<file path="config.mk">
export PLATFORM = sky130hd
export DESIGN_NAME = spi_master_core
export DESIGN_NICKNAME = d
export VERILOG_FILES = /design/src/rtl/spi_master_core.sv
export SDC_FILE = /design/constraint.sdc
export NUM_CORES = 1
export LEC_CHECK = 0
export ABC_AREA = 1
export CORE_UTILIZATION = 59
export DETAILED_ROUTE_END_ITERATION = 7
export GPL_TIMING_DRIVEN = 0
export PLACE_DENSITY_LB_ADDON = 0.05
export SYNTH_ARGS = -nofsm -noshare
export SYNTH_HDL_FRONTEND = slang
export SYNTH_SLANG_ARGS = --single-unit
</file>
<file path="constraint.sdc">
create_clock -name clk -period 2.69 [get_ports clk]
set_clock_uncertainty 0.05 [all_clocks]
set_input_delay 0.538 -clock clk [delete_from_list [all_inputs] [get_ports clk]]
set_output_delay 0.538 -clock clk [all_outputs]
set_load 0.005 [all_outputs]
</file>
<file path="src/rtl/spi_master_core.sv">
// SPI master: one DATA_W-bit frame per accepted request, with CPOL/CPHA captured per frame
// and a fixed SCLK half-period of CLK_DIV system clocks.
module spi_master_core #(
    parameter int unsigned DATA_W    = 8,
    parameter int unsigned CLK_DIV   = 2,
    parameter bit          LSB_FIRST = 1'b0
) (
    input  logic              clk,
    input  logic              rst_n,
    input  logic [DATA_W-1:0] tx_data,
    input  logic              tx_valid,
    output logic              tx_ready,
    input  logic              cpol,
    input  logic              cpha,
    output logic [DATA_W-1:0] rx_data,
    output logic              rx_valid,
    output logic              busy,
    output logic              cs_n,
    output logic              sclk,
    output logic              mosi,
    input  logic              miso
);

    localparam int unsigned TW       = $clog2(2 * DATA_W + 1);
    localparam logic [7:0]  DIV_LAST = 8'(CLK_DIV - 1);
    localparam logic [TW-1:0] TOG_LAST = TW'(2 * DATA_W);

    typedef enum logic [2:0] {
        IDLE,
        SETUP,
        XFER,
        HOLD,
        GAP
    } state_t;

    state_t            state_q;
    logic [7:0]        div_q;
    logic [TW-1:0]     tog_q;
    logic [DATA_W-1:0] tx_sh_q;
    logic [DATA_W-1:0] rx_sh_q;
    logic              cpol_q;
    logic              cpha_q;
    logic              tx_ready_q;
    logic              busy_q;
    logic              cs_n_q;
    logic              sclk_q;
    logic              mosi_q;
    logic              rx_valid_q;
    logic [DATA_W-1:0] rx_data_q;

    logic [DATA_W-1:0] tx_sh_d;
    logic [DATA_W-1:0] rx_sh_d;
    logic              first_bit_d;
    logic              next_bit_d;
    logic              div_done;
    logic [TW-1:0]     tog_n;
    logic              odd_tog;
    logic              do_sample;
    logic              do_advance;

    always_comb begin
        div_done = (div_q == DIV_LAST);
        tog_n    = tog_q + 1'b1;
        odd_tog  = tog_n[0];
        // cpha=0 samples on odd toggles, cpha=1 on even ones; the other parity shifts mosi
        do_sample  = (odd_tog != cpha_q);
        do_advance = (odd_tog == cpha_q) && (tog_n != TOG_LAST) && (tog_n != TW'(1));
        if (LSB_FIRST) begin
            first_bit_d = tx_data[0];
            next_bit_d  = tx_sh_q[1];
            tx_sh_d     = tx_sh_q >> 1;
            rx_sh_d     = {miso, rx_sh_q[DATA_W-1:1]};
        end else begin
            first_bit_d = tx_data[DATA_W-1];
            next_bit_d  = tx_sh_q[DATA_W-2];
            tx_sh_d     = tx_sh_q << 1;
            rx_sh_d     = {rx_sh_q[DATA_W-2:0], miso};
        end
    end

    always_ff @(posedge clk or negedge rst_n) begin
        if (!rst_n) begin
            state_q    <= IDLE;
            div_q      <= '0;
            tog_q      <= '0;
            tx_sh_q    <= '0;
            rx_sh_q    <= '0;
            cpol_q     <= 1'b0;
            cpha_q     <= 1'b0;
            tx_ready_q <= 1'b1;
            busy_q     <= 1'b0;
            cs_n_q     <= 1'b1;
            sclk_q     <= 1'b0;
            mosi_q     <= 1'b0;
            rx_valid_q <= 1'b0;
            rx_data_q  <= '0;
        end else begin
            rx_valid_q <= 1'b0;
            case (state_q)
                IDLE: begin
                    sclk_q <= cpol;
                    if (tx_valid) begin
                        tx_sh_q    <= tx_data;
                        rx_sh_q    <= '0;
                        cpol_q     <= cpol;
                        cpha_q     <= cpha;
                        mosi_q     <= first_bit_d;
                        busy_q     <= 1'b1;
                        cs_n_q     <= 1'b0;
                        tx_ready_q <= 1'b0;
                        div_q      <= '0;
                        tog_q      <= '0;
                        state_q    <= SETUP;
                    end
                end
                SETUP: begin
                    if (div_done) begin
                        div_q   <= '0;
                        state_q <= XFER;
                    end else begin
                        div_q <= div_q + 8'd1;
                    end
                end
                XFER: begin
                    if (div_done) begin
                        div_q  <= '0;
                        tog_q  <= tog_n;
                        sclk_q <= ~sclk_q;
                        if (do_sample) begin
                            rx_sh_q <= rx_sh_d;
                        end
                        if (do_advance) begin
                            tx_sh_q <= tx_sh_d;
                            mosi_q  <= next_bit_d;
                        end
                        if (tog_n == TOG_LAST) begin
                            state_q <= HOLD;
                        end
                    end else begin
                        div_q <= div_q + 8'd1;
                    end
                end
                HOLD: begin
                    if (div_done) begin
                        div_q      <= '0;
                        cs_n_q     <= 1'b1;
                        rx_data_q  <= rx_sh_q;
                        rx_valid_q <= 1'b1;
                        state_q    <= GAP;
                    end else begin
                        div_q <= div_q + 8'd1;
                    end
                end
                GAP: begin
                    if (div_done) begin
                        div_q      <= '0;
                        busy_q     <= 1'b0;
                        tx_ready_q <= 1'b1;
                        state_q    <= IDLE;
                    end else begin
                        div_q <= div_q + 8'd1;
                    end
                end
                default: begin
                    state_q <= IDLE;
                end
            endcase
        end
    end

    assign tx_ready = tx_ready_q;
    assign busy     = busy_q;
    assign cs_n     = cs_n_q;
    assign sclk     = sclk_q;
    assign mosi     = mosi_q;
    assign rx_valid = rx_valid_q;
    assign rx_data  = rx_data_q;

endmodule

</file>
==> impl_results.md <==
- Status: completed
- Final Wtd Congestion: 0.853
- Die X-Extent: 64.0 um
- Synthesized cell area: 0.00226 mm^2
- Layout cells sized above 1: 12.0%
- Slew @ Worst Pin: 0.450 ns
- Setup ws final: 0.763 ns
- Slowest stage delay, CP: 0.54 ns
- WL/cell: 11.6 um
- Worst skew pair latency: 0.31 ns
- Yosys reg bits: 46
- Cts repair resizes: 0
- Crit path max fanout: 2
- Placed insts: 357
- Hold WC Path Type: input port to async pin
- Mapped Cells: 281
- Setup repair bufs after CTS: 0
- DP HPWL: 3070 um
- Worst-case clock buffer depth: 2
- Via density: 5.19
- Peak supply drop: 0.000292 V
- Clk slew on worst S/H paths: 0.10 ns
- Register area share after synthesis: 50.9%
- Final WL: 4240 um
- IO Port Bufs: 27
- Synth area leaders: dfrtp_1 49%, nand2_1 18%, nand3_1 4.4%, inv_1 4.3%, o21ai_2 3.1%
- Warnings from Yosys: 0
- # fillers: 271
- CTS tree: built
- Global-route wire length before repair: 7620 um
- ANT cells: 0
- CTS root buffer: clkbuf_8
- Syn avg cell area: 8.06 um^2
- WP data required: 2.10 ns
- Post-DRT Antenna Nets: 0
- Tcrit/Tclk final: 71.6%
- Crit path buf inv count: 1
- Finished Layout Cells: 365
- Cell taking the most area after synthesis: dfrtp_1
- Slew margin rel.: 70.0%
- Syn nets: 299
- Critical path class: flop to primary output
- DRT Pass-1 Iters: 4
- I/O pin cnt: 28
- Tot Pwr: 1.26 mW
- Unique cell type count in the Yosys netlist: 30
- CP endpoint kind: primary output
- GRT overflow: 0
- Setup TNS: 0 ns
- Most frequent cell after synthesis: nand2_1
- Ys async rst share: 100%
- Final Max Slew Viols: 0
- Setup violators final: 0
- P&R area growth vs syn: 20.3%
- Iter 0 DRT Violations: 104
- Synth Flop Type: dfrtp_1
- Core area: 0.00366 mm^2
- CTS Buf Count: 5
- Rows: 22
- Largest net degree at the start of global routing: 29
- Final core utilization: 74.4%
- Cell family with most CP delay: flip-flops
- Crit-path cells: clkdlybuf4s50_1
- Die area: 0.00409 mm^2
- Design area: 0.00272 mm^2
- Total track usage: 24.0%
- Hold slack final: 0.123 ns
- Crit path time final: 1.93 ns
- Nature of the critical path startpoint: flop
- Cts hold-fix bufs: 0
- CTS sink count: 46
- Die height: 64.0 um
- Yosys top cell area share: 48.6%
- H-tree level count: 2
- Vias: 1,893
- P per Cell Area: 461 mW/mm^2
- Number of synthesized flops with an enable pin: 0
- Leakage: 1.39 nW
- Final Net Count: 334
- Slowest-stage cell, CP: dfstp_2
- Worst Path Arrival: 1.34 ns
- Initial cell density of the core: 61.9%
- Top cells by count, synth: 109 x nand2_1, 44 x dfrtp_1, 26 x inv_1
- Number of global-route vias before repair: 1,817
- F_max: 519 MHz
- Final Hold Viols: 0
- Max cap viols: 0
- Post-DP Area: 0.00261 mm^2
- DP Worst Slack: 0.721 ns
- Residual DRC count: 0
- RSZ-0062 raised after global routing: no
- Initial antenna violation count: 0
[area by class of cell]
| class | instances | area [um^2] | share of cell area, % |
|---|---|---|---|
| multi-input cells | 200 | 962 | 35.3 |
| inverters | 28 | 105 | 3.86 |
| well taps | 48 | 60.1 | 2.20 |
| flip-flops and latches | 46 | 1150 | 42.4 |
| clock inverters | 3 | 45.0 | 1.65 |
| repair buffers | 28 | 285 | 10.5 |
| clock buffers | 5 | 68.8 | 2.53 |
| plain buffers | 7 | 43.8 | 1.61 |
[logic make-up after synthesis]
| logic type | after synthesis | share of synthesized area (%) |
|---|---|---|
| AND/OR/NAND/NOR | 161 | 30.0 |
| flip-flops | 46 | 50.9 |
| XOR/XNOR | 1 | 0.387 |
| AO/OA/AOI/OAI | 34 | 9.89 |
| buffers and inverters | 35 | 6.57 |
| adder cells (fa/ha/maj) | 4 | 2.21 |
[flip-flops by register name (all words and copies together) (netlist names)]
signal,cells
tog_q,5
sclk,1
tx_sh_q,7
state_q,3
busy,1
rx_data,8
rx_sh_q,8
rx_valid,1
div_q,8
mosi,1
cpha_q,1
cs_n,1
tx_ready,1
[path summary, 6_finish.rpt]
path	to	cells past startpoint	slack, ns	startpoint
max reg2reg	tx_sh_q[3]$_DFFE_PN0P_	10	0.78	tog_q[0]$_DFFE_PN0P_
min reg2reg	tx_sh_q[4]$_DFFE_PN0P_	2	0.43	tx_sh_q[4]$_DFFE_PN0P_
min in group clk	tx_sh_q[4]$_DFFE_PN0P_	2	0.43	tx_sh_q[4]$_DFFE_PN0P_
max in group asynchronous	tx_ready$_DFFE_PN1P_	2	1.90	rst_n
min	div_q[6]$_DFFE_PN0P_	1	0.12	rst_n
max	cs_n	1	0.76	cs_n$_DFFE_PN1P_
[layout by cell type (no fill, tap or decap), drive strengths merged, types with 5 or more instances in the layout]
master and n:
nand2 113, clkdlybuf4s50 26, dfrtp 44, o21ai 21, inv 28, buf 9
clkbuf 5, a21oi 6, nor2 17, nand3 21
[report_power, final]
group | switching (mW) | internal [mW] | total (mW) | leakage, nW
registers | 0 | 0.691 | 0.691 | 0.584
clock network | 0.250 | 0.277 | 0.526 | 0.0504
logic | 0.0184 | 0.0210 | 0.0394 | 0.759
total | 0.268 | 0.989 | 1.26 | 1.39
[metal layers]
metal  GRT usage (%)  vias to the layer above  share of wire, %
met5               0                        -                 0
met4            9.94                        0              0.87
met3            6.25                        5               3.9
met1            29.6                      876                48
met2            39.8                       46                47
li1                -                      966                 -
No activity file was read; power rests on OpenSTA's default activity.
